File: src/rtl/pcileech_sysctl_pkg.sv
`default_nettype none
// ============================================================================
// Package  : pcileech_sysctl_pkg
// Shared state type, 100 MHz default timings and helpers for the sequencer.
// Revision : 1.0 - initial release
// ============================================================================
package pcileech_sysctl_pkg;

    typedef enum logic [1:0] {
        S_RESET   = 2'd0,
        S_RUN     = 2'd1,
        S_HELD    = 2'd2,
        S_WAITREL = 2'd3
    } sysctl_state_t;

    localparam int c_def_debounce_cycles  = 1_000_000;
    localparam int c_def_rst_cycles       = 64;
    localparam int c_def_reload_cycles    = 500_000_000;
    localparam int c_def_blink_bit        = 24;
    localparam int c_def_blink_window_bit = 27;

    function automatic logic [63:0] sat_inc64(input logic [63:0] v);
        return (&v) ? v : v + 64'd1;
    endfunction

endpackage
`default_nettype wire

File: src/rtl/pcileech_sysctl_seq_btn_debounce.sv
`default_nettype none
// ============================================================================
// Module   : pcileech_btn_debounce
// 2-FF synchronizer plus debounce counter for one active-low push button.
// Revision : 1.0 - initial release
// ============================================================================
module pcileech_btn_debounce #(
    parameter int PARAM_DEBOUNCE_CYCLES = 1_000_000
) (
    input  logic clk,
    input  logic rst,
    input  logic btn_n_i,
    output logic level_n_o
);

    localparam int                 c_cnt_w = $clog2(PARAM_DEBOUNCE_CYCLES + 1);
    localparam logic [c_cnt_w-1:0] c_last  = c_cnt_w'(PARAM_DEBOUNCE_CYCLES - 1);

    logic               sync1_q;
    logic               sync2_q;
    logic               level_q;
    logic [c_cnt_w-1:0] cnt_q;

    // The counter only runs while the synchronized pin disagrees with the
    // accepted level, so any bounce back to the old level restarts it.
    always_ff @(posedge clk) begin
        if (rst) begin
            sync1_q <= 1'b1;
            sync2_q <= 1'b1;
            level_q <= 1'b1;
            cnt_q   <= '0;
        end else begin
            sync1_q <= btn_n_i;
            sync2_q <= sync1_q;
            if (sync2_q == level_q) begin
                cnt_q <= '0;
            end else if (cnt_q == c_last) begin
                level_q <= sync2_q;
                cnt_q   <= '0;
            end else begin
                cnt_q <= cnt_q + 1'b1;
            end
        end
    end

    assign level_n_o = level_q;

endmodule
`default_nettype wire

File: src/rtl/pcileech_sysctl_seq.sv
`default_nettype none
// ============================================================================
// Module   : pcileech_sysctl_seq
// Board reset / power-on sequencer: button reset, config reload, blink, uptime.
// Revision : 1.0 - initial release
// ============================================================================
module pcileech_sysctl_seq
    import pcileech_sysctl_pkg::*;
#(
    parameter int PARAM_DEBOUNCE_CYCLES  = c_def_debounce_cycles,
    parameter int PARAM_RST_CYCLES       = c_def_rst_cycles,
    parameter int PARAM_RELOAD_CYCLES    = c_def_reload_cycles,
    parameter int PARAM_BLINK_BIT        = c_def_blink_bit,
    parameter int PARAM_BLINK_WINDOW_BIT = c_def_blink_window_bit
) (
    input  logic        clk,
    input  logic        rst,
    input  logic        btn_rst_n_i,
    input  logic        btn_led_n_i,
    output logic        rst_out_o,
    output logic        ft601_rst_n_o,
    output logic        rst_cfg_reload_o,
    output logic        led_pwronblink_o,
    output logic [63:0] uptime_o
);

    localparam int                  c_cnt_w     = $clog2(PARAM_RST_CYCLES + 1);
    localparam int                  c_hold_w    = $clog2(PARAM_RELOAD_CYCLES + 1);
    localparam logic [c_cnt_w-1:0]  c_rst_last  = c_cnt_w'(PARAM_RST_CYCLES - 1);
    localparam logic [c_hold_w-1:0] c_hold_last = c_hold_w'(PARAM_RELOAD_CYCLES - 1);

    logic w_rst_lvl_n;
    logic w_led_lvl_n;
    logic w_rst_pressed;
    logic w_led_pressed;

    sysctl_state_t       state_q,   state_d;
    logic [c_cnt_w-1:0]  cnt_q,     cnt_d;
    logic [c_hold_w-1:0] hold_q,    hold_d;
    logic [63:0]         uptime_q,  uptime_d;
    logic                rst_out_q, rst_out_d;
    logic                reload_q,  reload_d;
    logic                led_q,     led_d;

    pcileech_btn_debounce #(
        .PARAM_DEBOUNCE_CYCLES(PARAM_DEBOUNCE_CYCLES)
    ) u_dbc_rst (
        .clk       (clk),
        .rst       (rst),
        .btn_n_i   (btn_rst_n_i),
        .level_n_o (w_rst_lvl_n)
    );

    pcileech_btn_debounce #(
        .PARAM_DEBOUNCE_CYCLES(PARAM_DEBOUNCE_CYCLES)
    ) u_dbc_led (
        .clk       (clk),
        .rst       (rst),
        .btn_n_i   (btn_led_n_i),
        .level_n_o (w_led_lvl_n)
    );

    assign w_rst_pressed = ~w_rst_lvl_n;
    assign w_led_pressed = ~w_led_lvl_n;

    always_ff @(posedge clk) begin
        if (rst) begin
            state_q   <= S_RESET;
            cnt_q     <= '0;
            hold_q    <= '0;
            uptime_q  <= '0;
            rst_out_q <= 1'b1;
            reload_q  <= 1'b0;
            led_q     <= 1'b0;
        end else begin
            state_q   <= state_d;
            cnt_q     <= cnt_d;
            hold_q    <= hold_d;
            uptime_q  <= uptime_d;
            rst_out_q <= rst_out_d;
            reload_q  <= reload_d;
            led_q     <= led_d;
        end
    end

    always_comb begin
        state_d = state_q;
        case (state_q)
            S_RESET: begin
                if (w_rst_pressed)            state_d = S_HELD;
                else if (cnt_q == c_rst_last) state_d = S_RUN;
            end
            S_RUN: begin
                if (w_rst_pressed) state_d = S_HELD;
            end
            S_HELD: begin
                if (!w_rst_pressed)             state_d = S_RESET;
                else if (hold_q == c_hold_last) state_d = S_WAITREL;
            end
            S_WAITREL: begin
                if (!w_rst_pressed) state_d = S_RESET;
            end
            default: state_d = S_RESET;
        endcase
    end

    // Counters clear whenever their state is (re-)entered and only advance
    // while the FSM stays put, so neither can run past its terminal value.
    always_comb begin
        cnt_d     = '0;
        hold_d    = '0;
        uptime_d  = uptime_q;
        rst_out_d = (state_d != S_RUN);
        reload_d  = (state_q == S_HELD) && (state_d == S_WAITREL);
        led_d     = w_led_pressed ^ (uptime_q[PARAM_BLINK_BIT] &
                                     (uptime_q[63:PARAM_BLINK_WINDOW_BIT] == '0));
        if ((state_q == S_RESET) && (state_d == S_RESET)) cnt_d  = cnt_q + 1'b1;
        if ((state_q == S_HELD)  && (state_d == S_HELD))  hold_d = hold_q + 1'b1;
        if ((state_d == S_HELD) || (state_d == S_WAITREL)) begin
            uptime_d = '0;
        end else if ((state_q == S_RESET) || (state_q == S_RUN)) begin
            uptime_d = sat_inc64(uptime_q);
        end
    end

    assign rst_out_o        = rst_out_q;
    assign ft601_rst_n_o    = ~rst_out_q;
    assign rst_cfg_reload_o = reload_q;
    assign led_pwronblink_o = led_q;
    assign uptime_o         = uptime_q;

endmodule
`default_nettype wire

File: config.mk
export PLATFORM = sky130hd
export DESIGN_NAME = pcileech_sysctl_seq
export DESIGN_NICKNAME = d
export VERILOG_FILES = /design/src/rtl/pcileech_sysctl_pkg.sv /design/src/rtl/pcileech_sysctl_seq_btn_debounce.sv /design/src/rtl/pcileech_sysctl_seq.sv
export SDC_FILE = /design/constraint.sdc
export NUM_CORES = 1
export LEC_CHECK = 0
export CAP_MARGIN = 40
export CORE_MARGIN = 4
export CORE_UTILIZATION = 42
export CTS_CLUSTER_SIZE = 20
export DETAILED_ROUTE_END_ITERATION = 16
export PLACE_DENSITY = 0.61
export RECOVER_POWER = 50
export SETUP_SLACK_MARGIN = 0.1
export SYNTH_ARGS = -nofsm -noshare
export SYNTH_HDL_FRONTEND = slang
export SYNTH_SLANG_ARGS = --single-unit
File: constraint.sdc
create_clock -name clk -period 6.5 [get_ports clk]
set_input_delay 0.65 -clock clk [delete_from_list [all_inputs] [get_ports clk]]
set_output_delay 0.65 -clock clk [all_outputs]
set_load 0.02 [all_outputs]
==> out/metrics.yaml <==
critical_path:
  worst_setup_path_start_kind: "input port"
  worstSetupEndpointType: "flip-flop"
  ff2ff_path_depth: 5
  worstPathRequired_ps: 6800
  path_max_fanout: 32
  crit_arrival_ps: 4110
  path_class: "in2reg"
pwr:
  totalPowerFinal_mw: 2.02
  pwr-share-seq: 0.464
  pwr-share-comb: 0.015
  p_per_area_mw_per_mm2: 233
  power_switching_uw: 420
  p_int_mw: 1.60
  clockPowerShare: 0.521
  ir_drop_mv: 0.181
  p_sw_frac: 0.208
  p_leak_nw: 3.05
run_status:
  outcome: "finished clean"
finish:
  drive_gt1_frac: 0.0528
  layout.nets: 924
  syn2layout_area_growth_pct: 21.5
  utilization: 0.522
  diodes: 0
  fillers: 1590
  regArea_mm2: 0.00302
  multiInputGateArea_mm2: 0.00389
synthesis:
  yosys_warnings: 0
  yosysSeqAreaShare: 0.425
  synth_flop_cell: "dfxtp_1"
  syn-num-nets: 859
  async_flop_share: 0
  synth_cells: 850
  syn_area_per_cell_um2: 8.38
  synth_area_mm2: 0.00712
  synth_edf_count: 0
  yosysUniqueCellTypes: 55
  ys_ff_latch: 151
clock_tree:
  cts_buffers: 17
  clkTransAtPathRegs_ps: 60
  clkSinkCount: 151
  cts_tree: "yes"
  cts.path.max_buffers: 2
  clock_latency_ps: 420
  cts_root_buffer: "clkbuf_16"
  htreeDepth: 4
  hold_buffers: 0
  cts_setup_buffers: 0
  cts-resized-gates: 0
floorplanning:
  core_area_mm2: 0.0166
  io_pins: 72
  rows: 47
  fp.dieArea_mm2: 0.0191
  die_y_um: 138
  start_util: 0.429
  fp.dieW_um: 138
global_routing:
  grt_util_all_layers: 0.181
  grt_pass1_vias: 5774
  antenna_found_initial: 0
  grt_pass1_wl_um: 28900
  grt_overflow: 0
  grt_max_degree: 33
timing:
  fin_setup_tns_ps: 0
  fin_skew_ps: 8.90
  finalMaxSlewViolations: 0
  period_needed_ps: 3800
  maxSlewHeadroom: 0.0405
  hold_viol: 0
  tightest_slew_ps: 1440
  fin_crit_sh: 0.585
  rsz0062_at_grt: "no"
  setup_viol: 0
  fmax_ghz: 0.263
worst_hold_path:
  hold_class: "reg2reg"
  hold_depth: 1
routing:
  postRouteAntennaNets: 0
  drtIter0Drc: 350
  drc_errors: 0
  vias: 6198
  wire_per_inst_um: 15.1
  dr.pass1.iters: 5
  routed_wl_um: 17400
  vias_per_cell: 5.40
placed_design:
  detailed_place_hpwl_um: 12400
  place_congestion: 0.857
  portBuffers: 71
job:
  max-cap-violations: 0
==> path summary, 6_finish.rpt <==
kind	slack (ps)	startpoint	to
setup reg to reg	3520	u_dbc_rst.level_n_o	cnt_q[3]
hold reg to reg	420	u_dbc_led.sync1_q	u_dbc_led.sync2_q
setup / recovery	2700	rst	cnt_q[3]
hold / removal	420	u_dbc_led.sync1_q	u_dbc_led.sync2_q
==> Yosys cell counts, types with 6 or more instances <==
| cell type | number | share of area |
|---|---|---|
| nand3_1 | 56 | 0.039 |
| buf_2 | 6 | 0.0042 |
| nor2_1 | 135 | 0.071 |
| dfxtp_1 | 151 | 0.42 |
| and3_1 | 28 | 0.025 |
| and4_1 | 19 | 0.023 |
| nor3_1 | 20 | 0.014 |
| clkbuf_1 | 22 | 0.012 |
| or3_1 | 23 | 0.020 |
| nor4b_1 | 7 | 0.0086 |
| inv_1 | 18 | 0.0095 |
| nand2_1 | 64 | 0.034 |
| a21oi_1 | 30 | 0.021 |
| xor2_1 | 52 | 0.064 |
| o211ai_1 | 7 | 0.0074 |
| nor4_1 | 23 | 0.020 |
| or4_1 | 10 | 0.011 |
| nand2b_1 | 9 | 0.0079 |
| xnor2_1 | 44 | 0.054 |
| o21ai_0 | 21 | 0.015 |
| nand4_1 | 39 | 0.034 |
==> placed cells by master (no fill, tap or decap), drive strengths merged, types with 4 or more instances in the layout <==
cell type | Yosys | routed
or2 | 5 | 5
or4 | 10 | 10
and3 | 29 | 29
nand4 | 40 | 40
and4 | 19 | 19
mux2i | 5 | 5
dfxtp | 151 | 151
xnor2 | 44 | 44
nand2b | 9 | 9
ha | 5 | 5
nand2 | 64 | 64
or3 | 23 | 23
nor3 | 20 | 20
clkbuf | 22 | 20
a31oi | 4 | 4
o21ai | 21 | 21
and2 | 5 | 5
a21oi | 31 | 31
nor2 | 135 | 135
nor4b | 7 | 7
buf | 9 | 4
bufinv | 0 | 4
o211ai | 7 | 7
a41o | 5 | 5
dlygate4sd3 | 0 | 68
clkinv | 0 | 4
inv | 18 | 21
nand3 | 57 | 57
xor2 | 52 | 52
nor4 | 24 | 24
==> routing by layer <==
layer	wire length, um	vias up	GRT usage	part of all wire
met1	8270	2853	0.240	0.48
met3	938	30	0.0459	0.054
met4	350	0	0.0629	0.020
li1	-	3155	-	-
met5	0	-	0	0
met2	7810	160	0.287	0.45
==> power groups by stage <==
stage	Sequential [mW]	Clock [mW]	Combinational, mW
finish	0.935	1.05	0.0306
global route	0.935	1.12	0.0344
detailed placement	0.956	0	0.0319
CTS	0.935	1.08	0.0321
global placement	0.955	0	0.0318
floorplan	0.956	0	0.0184
==> layout make-up <==
cell class	count	area share
clock buffers	18	0.0508
clock inverters	14	0.0227
inverters	18	0.00781
multi-input cells	650	0.450
flip-flops and latches	151	0.350
well taps	220	0.0318
repair buffers	77	0.0870
==> registers in the layout, summed over array words and instances (netlist names) <==
register / count
led_pwronblink_o: 1
u_dbc_rst.sync2_q: 1
u_dbc_led.sync2_q: 1
u_dbc_led.sync1_q: 1
rst_cfg_reload_o: 1
uptime_o: 64
u_dbc_rst.level_n_o: 1
state_q: 2
cnt_q: 7
rst_out_o: 1
hold_q: 29
u_dbc_led.cnt_q: 20
u_dbc_rst.sync1_q: 1
u_dbc_led.level_n_o: 1
u_dbc_rst.cnt_q: 20
==> worst max-delay path, stage by stage <==
cell           delay [ps]
dlygate4sd3_1         870
nand2b_1              890
clkbuf_1             1110
nor2_1                220
nand2_1               250
nor2_1                 80
==> per-stage QoR <==
stage                     setup WS, ps  hold slack (ps)  instance area, um2  std cells
after floorplan                   4130              389                7120        850
after CTS                         3700              425                8670       1148
final                             2700              421                8650       1148
after detailed placement          3460              410                8030       1116
after global placement            3440              408                8000       1113
after global routing              2380              441                8650       1148
==> cell families after synthesis <==
| logic type | Yosys count | share of synthesized area |
|---|---|---|
| xor+xnor | 96 | 0.118 |
| compound gates | 89 | 0.0801 |
| fa+ha+maj | 5 | 0.00879 |
| mux | 5 | 0.00703 |
| flops | 151 | 0.425 |
| simple gates | 455 | 0.333 |
| buf+inv | 49 | 0.0285 |
(Power assumes the default switching activity.)
==> patch (same settings) <==
`c_def_blink_window_bit`: 27 -> 54.
--- a/src/rtl/pcileech_sysctl_pkg.sv
+++ b/src/rtl/pcileech_sysctl_pkg.sv
@@ -18,5 +18,5 @@
     localparam int c_def_reload_cycles    = 500_000_000;
     localparam int c_def_blink_bit        = 24;
-    localparam int c_def_blink_window_bit = 27;
+    localparam int c_def_blink_window_bit = 54;
 
     function automatic logic [63:0] sat_inc64(input logic [63:0] v);
Behaviour: no difference found for any inputs over 10 cycles, from zero or initial values and one cycle with rst high; that may be too few to reach the edited logic, so the function may still have changed.
==> patch against the original RTL <==
Design area is 1.6% lower. Die area is 1.7% lower. Routed wire length is 1.8% higher. Total power is 0.56% lower. Synthesized cell count is 1.8% lower. Area after synthesis is 1.8% lower. Sequential cell count stayed put. Setup slack better by 0.93 ns.
==> patch: results (changes against the original RTL) <==
Run status
  – Outcome: finished, final reports clean

Synthesis
  – Synth area leaders: dfxtp_1, nor2_1, xnor2_1
  – Avg Cell Area, Syn: 8.38 µm² (about the same)
  – Seq/Total Area, Yosys: 43.2% (+0.77 points)
  – Unique cell type count in the Yosys netlist: 49 (-11%)
  – Syn nets: 844 (-1.7%)

STA
  – Maximum clock rate: 348 MHz (+32%)
  – Hold Slack: 0.411 ns (-0.0101 ns)
  – Worst Skew: 0.00665 ns (-0.00225 ns)

Cells and area
  – Seq_cells: 151 (unchanged)
  – Nets@finish: 908 (-1.7%)
  – Inverter count: 14 (-4)
  – Layout cell share with drive strength beyond 1: 6.03% (+0.75 points)
  – Area delta synth->final: 21.6%
  – Sequential cell area share: 35.5% (+0.58 points)
  – Layout clock buffer count: 20 (+2)
  – NonClk Buf Share: 8.75% (+0.056 points)
  – Finished Layout Cells: 1128 (-1.7%)
  – Non-CTS buffers: 76 (-1.3%)
  – Clk tree area frac: 7.30% (-0.054 points)
  – Multi-input logic area: 0.00380 mm² (-2.5%)

Global routing
  – Total GRT Usage: 19.5% (+1.4 points)
  – Vias in the first global route: 5953 (+3.1%)
  – GR Util met3: 5.11% (+0.52 points)
  – Met1 Track Usage GR: 24.1% (+0.10 points)
  – GRT met2 Usage: 32.0% (+3.3 points)

Critical path
  – Worst R2R Setup Slack: 3.63 ns (+0.11 ns)
  – Crit Path Max Fanout: 8 (-75%)
  – WP data arrival: 3.25 ns (-0.86 ns)
  – CP max-delay cell: or3_1

Pwr
  – Switch Pwr: 412 µW (-1.9%)
  – Pleak: 2.93 nW (-3.9%)
  – Maximum vdd drop: 0.188 mV (+4.3%)
  – Power Combinational: 29.5 µW (-4%)

Detailed routing
  – WL met1: 7.68 mm (-7.1%)
  – Met3 WL: 996 µm (+6.2%)
  – DR vias/cell: 5.53 (+2.5%)
  – Routed length on met2: 8.52 mm (+9.1%)
  – DR iter-0 viols: 362 (+3.4%)

Placed design
  – Dpl hpwl: 12.6 mm (+1.7%)
  – DP Area: 0.00790 mm² (-1.7%)
  – Placement Setup Slack: 3.58 ns (+0.112 ns)
-- patch: kinds of logic (layout without fill, tap and decap cells) --
kind of cell | Yosys count | count (layout) | synth area share [%]
xor gates and xnor gates | 88 | 88 | 11.0
buffers and inverters | 45 | 122 | 2.59
AOI/OAI and AO/OA | 108 | 108 | 9.64
DFF | 151 | 151 | 43.2
adders and majority gates | 5 | 5 | 0.894
muxes | 1 | 1 | 0.143
and+or+nand+nor | 437 | 437 | 32.5
-- patch: final timing paths --
kind | start | end | depth (start not counted)
hold / removal | u_dbc_led.sync1_q | u_dbc_led.sync2_q | 1
setup / recovery | uptime_o[0] | uptime_o[44] | 7
hold reg to reg | u_dbc_led.sync1_q | u_dbc_led.sync2_q | 1
setup reg to reg | uptime_o[0] | uptime_o[44] | 7
-- patch: critical path, delay by kind of cell, from the launching register on --
family	cells	cell delay [ns]
DFF	1	0.48
and+or+nand+nor	6	2.02
adders and majority gates	1	0.32
